**config.mk**
```make
export PLATFORM = sky130hd
export DESIGN_NAME = vga_frame_ctrl
export DESIGN_NICKNAME = d
export VERILOG_FILES = /design/src/rtl/vga_frame_ctrl.sv
export SDC_FILE = /design/constraint.sdc
export NUM_CORES = 1
export LEC_CHECK = 0
export ABC_AREA = 1
export CAP_MARGIN = 20
export CORE_UTILIZATION = 30
export CTS_BUF_LIST = sky130_fd_sc_hd__clkbuf_2 sky130_fd_sc_hd__clkbuf_4 sky130_fd_sc_hd__clkbuf_8
export CTS_CLUSTER_SIZE = 20
export DETAILED_ROUTE_END_ITERATION = 8
export PLACE_DENSITY = 0.47
export SYNTH_ARGS = -nofsm -noshare
export SYNTH_HDL_FRONTEND = slang
export SYNTH_SLANG_ARGS = --single-unit
```
**constraint.sdc**
```tcl
create_clock -name sys_clk -period 3.94 [get_ports sys_clk]
set_input_delay 1.182 -clock sys_clk [delete_from_list [all_inputs] [get_ports sys_clk]]
set_output_delay 1.182 -clock sys_clk [all_outputs]
set_load 0.05 [all_outputs]
```
**src/rtl/vga_frame_ctrl.sv**
```systemverilog
// vga_frame_ctrl
// Purpose: generates VGA raster timing (640x480@60 Hz by default) from sys_clk
// with a CLK_DIV pixel divider. It also derives the camera block index from the
// character's absolute Y. The division runs during vertical blanking, and the
// result is committed only at frame start, so camera_y never changes mid-frame.
//
// Ports:
//   sys_clk      in   system clock (only clock in the block)
//   sys_rst_n    in   asynchronous active-low reset
//   char_abs_y   in   character absolute Y [PHY_WIDTH]
//   x, y         out  pixel / line counters [SCREEN_WIDTH]
//   video_on     out  registered: high inside the visible area
//   hsync/vsync  out  registered active-low sync pulses
//   p_tick       out  one-sys_clk pixel strobe
//   frame_start  out  one-sys_clk pulse on the (last,last)->(0,0) pixel tick
//   camera_y     out  committed camera block index [CAM_WIDTH]
module vga_frame_ctrl #(
  parameter int CLK_DIV      = 4,
  parameter int H_VISIBLE    = 640,
  parameter int H_FP         = 16,
  parameter int H_SYNC       = 96,
  parameter int H_BP         = 48,
  parameter int V_VISIBLE    = 480,
  parameter int V_FP         = 10,
  parameter int V_SYNC       = 2,
  parameter int V_BP         = 33,
  parameter int SCREEN_WIDTH = 10,
  parameter int PHY_WIDTH    = 14,
  parameter int BLOCK_WIDTH  = 480,
  parameter int CAM_WIDTH    = 5
) (
  input  logic                    sys_clk,
  input  logic                    sys_rst_n,
  input  logic [PHY_WIDTH-1:0]    char_abs_y,
  output logic [SCREEN_WIDTH-1:0] x,
  output logic [SCREEN_WIDTH-1:0] y,
  output logic                    video_on,
  output logic                    hsync,
  output logic                    vsync,
  output logic                    p_tick,
  output logic                    frame_start,
  output logic [CAM_WIDTH-1:0]    camera_y
);

  localparam int H_TOTAL = H_VISIBLE + H_FP + H_SYNC + H_BP;
  localparam int V_TOTAL = V_VISIBLE + V_FP + V_SYNC + V_BP;
  localparam int DIV_W   = (CLK_DIV > 1) ? $clog2(CLK_DIV) : 1;

  localparam logic [DIV_W-1:0]        DIV_LAST  = DIV_W'(CLK_DIV - 1);
  localparam logic [SCREEN_WIDTH-1:0] X_LAST    = SCREEN_WIDTH'(H_TOTAL - 1);
  localparam logic [SCREEN_WIDTH-1:0] Y_LAST    = SCREEN_WIDTH'(V_TOTAL - 1);
  localparam logic [SCREEN_WIDTH-1:0] X_VIS     = SCREEN_WIDTH'(H_VISIBLE);
  localparam logic [SCREEN_WIDTH-1:0] Y_VIS     = SCREEN_WIDTH'(V_VISIBLE);
  localparam logic [SCREEN_WIDTH-1:0] Y_VIS_END = SCREEN_WIDTH'(V_VISIBLE - 1);
  localparam logic [SCREEN_WIDTH-1:0] HS_FIRST  = SCREEN_WIDTH'(H_VISIBLE + H_FP);
  localparam logic [SCREEN_WIDTH-1:0] HS_LAST   = SCREEN_WIDTH'(H_VISIBLE + H_FP + H_SYNC - 1);
  localparam logic [SCREEN_WIDTH-1:0] VS_FIRST  = SCREEN_WIDTH'(V_VISIBLE + V_FP);
  localparam logic [SCREEN_WIDTH-1:0] VS_LAST   = SCREEN_WIDTH'(V_VISIBLE + V_FP + V_SYNC - 1);
  localparam logic [PHY_WIDTH-1:0]    BLOCK     = PHY_WIDTH'(BLOCK_WIDTH);
  localparam logic [CAM_WIDTH-1:0]    Q_MAX     = {CAM_WIDTH{1'b1}};

  typedef enum logic [1:0] {IDLE, DIVIDE, DONE} cam_state_t;

  logic [DIV_W-1:0]        div_cnt;
  logic [SCREEN_WIDTH-1:0] x_next;
  logic [SCREEN_WIDTH-1:0] y_next;
  logic                    x_wrap;
  logic                    y_wrap;
  logic                    snapshot;

  cam_state_t           state;
  cam_state_t           state_next;
  logic [PHY_WIDTH-1:0] rem;
  logic [CAM_WIDTH-1:0] q;
  logic                 div_more;
  logic                 load;
  logic                 step;
  logic                 commit;

  // ---------------------------------------------------------------- timing
  always_ff @(posedge sys_clk or negedge sys_rst_n) begin
    if (!sys_rst_n) begin
      div_cnt <= '0;
    end else if (div_cnt == DIV_LAST) begin
      div_cnt <= '0;
    end else begin
      div_cnt <= div_cnt + 1'b1;
    end
  end

  assign p_tick      = (div_cnt == DIV_LAST);
  assign x_wrap      = (x == X_LAST);
  assign y_wrap      = (y == Y_LAST);
  assign frame_start = p_tick && x_wrap && y_wrap;

  // Counter values that the next pixel tick will load.
  always_comb begin
    x_next = x + 1'b1;
    y_next = y;
    if (x_wrap) begin
      x_next = '0;
      y_next = y_wrap ? '0 : y + 1'b1;
    end
  end

  // The sync and video_on registers are computed from x_next and y_next. As a
  // result, they line up with the counters they describe on the same edge.
  always_ff @(posedge sys_clk or negedge sys_rst_n) begin
    if (!sys_rst_n) begin
      x        <= '0;
      y        <= '0;
      video_on <= 1'b0;
      hsync    <= 1'b1;
      vsync    <= 1'b1;
    end else if (p_tick) begin
      x        <= x_next;
      y        <= y_next;
      video_on <= (x_next < X_VIS) && (y_next < Y_VIS);
      hsync    <= !((x_next >= HS_FIRST) && (x_next <= HS_LAST));
      vsync    <= !((y_next >= VS_FIRST) && (y_next <= VS_LAST));
    end
  end

  // ---------------------------------------------------------------- camera
  // The snapshot is taken on the tick that loads (0, V_VISIBLE), which is the
  // first blanked line.
  assign snapshot = p_tick && x_wrap && (y == Y_VIS_END);
  assign div_more = (rem >= BLOCK) && (q != Q_MAX);

  // State and datapath registers.
  always_ff @(posedge sys_clk or negedge sys_rst_n) begin
    if (!sys_rst_n) begin
      state    <= IDLE;
      rem      <= '0;
      q        <= '0;
      camera_y <= '0;
    end else begin
      state <= state_next;
      if (load) begin
        rem <= char_abs_y;
        q   <= '0;
      end else if (step) begin
        // Cannot underflow: a step only happens when rem >= BLOCK.
        rem <= rem - BLOCK;
        q   <= q + 1'b1;
      end
      if (commit) begin
        camera_y <= q;
      end
    end
  end

  // Next-state logic. A frame_start that arrives while DIVIDE is still running
  // is ignored, and the FSM still finishes into DONE.
  always_comb begin
    state_next = state;
    case (state)
      IDLE:    if (snapshot)    state_next = DIVIDE;
      DIVIDE:  if (!div_more)   state_next = DONE;
      DONE:    if (frame_start) state_next = IDLE;
      default:                  state_next = IDLE;
    endcase
  end

  // Datapath controls.
  always_comb begin
    load   = 1'b0;
    step   = 1'b0;
    commit = 1'b0;
    case (state)
      IDLE:    load   = snapshot;
      DIVIDE:  step   = div_more;
      DONE:    commit = frame_start;
      default: ;
    endcase
  end

endmodule
```
==> impl_metrics.toml <==
[status]
status = "complete, but fails checks"
violations = "DRC"

[clock_tree]
root_buffer = "clkbuf_8"
clk_path_buf_depth = 2
clock_latency_ps = 310
clk_pin_slew_ps = 90
cts_sinks = 46
cts_setup_buffers = 0
ctsHoldBuffers = 0
cts_tree = "yes"
cts_resized = 0
htreeDepth = 2
cts_buffers = 5

[power_and_ir_drop]
leakagePower_nw = 1.59
power_frac_clock_pct = 42.9
switching_share_pct = 22.6
seqPwrFrac_pct = 54.4
p_int_mw = 0.674
p_switching_mw = 0.197
vdd.ir_drop.worst_v = 0.000127
power_frac_comb_pct = 2.7
power-per-cell-area_nw_per_um2 = 257
total_power_mw = 0.871

[sta]
finClkSkew_ps = 5.59
relSlewSlack_pct = 47.7
setup_viol = 0
rsz0062_at_grt = "no"
whs_ps = 427
final_max_slew_viol_count = 0
tns_ps = 0
fin_crit_sh_pct = 86.2
worstMarginPinSlew_ps = 785
fmax_mhz = 294
hold_viol_final = 0
period_minus_slack_ps = 3400
fin_ws_ps = 544

[finish]
final_layout_size_suffix_gt1_share_pct = 8.83
final_common_cell = "nand2_1"
finalNetCount = 442
area_delta_synth_final_pct = 23.2
antennaDiodeCount = 0
final_cell_mix = "99 x nand2_1, 49 x nor2_1, 44 x dfrtp_1, 38 x inv_1, 38 x clkdlybuf4s50_1"
nFillCells = 922
stdcell_count = 527

[global_routing]
grt_use_total_pct = 15.1
grt_pass1_vias = 2397
overflow = 0
grt_pass1_wl_mm = 11.6
grt_max_degree = 34
antenna_found_initial = 0

[logic_synthesis]
synthMuxAreaShare_pct = 0
synthAdderAreaFrac_pct = 3.64
synth_xor_area_share_pct = 0.955
ys_ff_latch = 46
synthFlopType = "dfrtp_1"
synth-compound-area-share_pct = 13.2
synth-edff-count = 0
synthArstFlopShare_pct = 100
yosys.area_share.simple_pct = 32.7
synth_nets = 399
synth_top_family_by_area = "simple AND/OR/NAND/NOR gates"
yosys_warnings = 0
syn_area_per_cell_um2 = 7.33
synth_area_um2 = 2750
ys_types = 37
synth_seq_area_share_pct = 41.9
synthCells = 375

[hold_path]
min_to = "div_cnt[0]"
hold_start = "div_cnt[0]"
hp-class = "reg2reg"
hold_depth = 1

[die]
row_count = 34
core_area_um2 = 8810
die_w_um = 97.7
start_util_pct = 31.2
fp.dieArea_um2 = 9550
boundaryPins = 46
die_h_um = 97.7

[worst_setup_path]
r2r_cells = 11
start_kind = "flop"
reg2reg_to = "rem[13]"
required_ps = 2760
cp_max_fo = 9
arrival_ps = 2210
setup.worst_path.class = "reg2out"
regToRegStartpoint = "q[0]"
cp-end-kind = "output pin"
r2r_slack_ps = 1710

[run]
drv_cap = 0

[drt]
post_drt_wl_per_cell_um = 12.8
vias_per_cell = 4.80
postRouteAntennaNets = 0
routed_wl_mm = 6.74
firstDrtPassIters = 6
post-route-drc-count = 8
drtIter0Drc = 140
num_vias = 2530

[placed_design]
numPortBuffers = 40
placed_cells = 519
dp.final_hpwl_mm = 4.93
dp_slack_ps = 451
globalplace.congestion = 0.798
-- synthesized netlist by cell type (3+ instances only) --
library cell / count / share of area [%]
nand4_1: 8 / 1.8
o21ai_1: 8 / 1.5
nor2_1: 49 / 6.7
buf_2: 3 / 0.55
nor2_2: 4 / 0.91
clkbuf_1: 5 / 0.68
nand3_1: 24 / 4.4
nand2_1: 99 / 14
dfrtp_1: 44 / 40
o21ai_0: 36 / 6.6
inv_1: 38 / 5.2
xor2_1: 3 / 0.96
a21oi_1: 11 / 2.0
nor3_1: 5 / 0.91
ha_1: 8 / 3.6
-- cells by family after synthesis --
kind of cell,count (synthesis)
compound gates,66
xor+xnor,3
fa+ha+maj,8
buf+inv,51
flops,46
simple gates,201
-- registers in the layout, summed over array words and instances (netlist names) --
signal and count:
rem 9, x 10, camera_y 5, q 5, state 2, vsync 1
video_on 1, hsync 1, div_cnt 2, y 10
-- critical path, stage by stage (launching register included) --
cell and delay (ps):
dfrtp_1 420, ha_1 230, nand2_2 90, nor2_4 150, nand2_4 100, nor2_8 190
nand2_1 140, nor2_2 150, dlymetal6s2s_1 440
-- power by group through the flow --
stage	clock [mW]	sequential, mW	combinational, mW
after floorplan	0	0.483	0.00342
after global routing	0.400	0.474	0.0272
after detailed placement	0	0.483	0.0248
final	0.373	0.474	0.0232
after global placement	0	0.483	0.0246
after CTS	0.385	0.474	0.0248
-- layout make-up --
cell class	instances	area (µm²)	share of cell area, %
Sequential cell	46	1150	34.0
Tap cell	108	135	3.99
Inverter	41	156	4.62
Multi-Input combinational cell	278	1390	41.0
Clock buffer	5	68.8	2.03
Timing Repair Buffer	46	443	13.1
Clock inverter	3	43.8	1.29
-- per-stage QoR --
step | utilization [%] | instance area [µm²]
floorplan | - | 2750
global placement | 37.2 | 3270
detailed placement | 37.2 | 3270
CTS | 38.4 | 3390
global route | 38.5 | 3390
finish | 38.5 | 3390
-- worst max-delay path by stage --
stage	from	end	slack (ps)	cells after the start
global route	x[1]	frame_start	360	8
CTS	x[1]	frame_start	100	8
floorplan	x[1]	frame_start	750	7
global placement	x[1]	frame_start	460	8
detailed placement	x[1]	frame_start	450	8
finish	x[1]	frame_start	540	8
-- layer usage --
metal	track usage, %	vias up	share of wire (%)
met5	0	-	0
met1	19.6	1175	48
li1	-	1306	-
met4	3.50	0	1.0
met3	2.72	7	3.8
met2	26.0	42	47
Power figures use the tool's default switching activity.
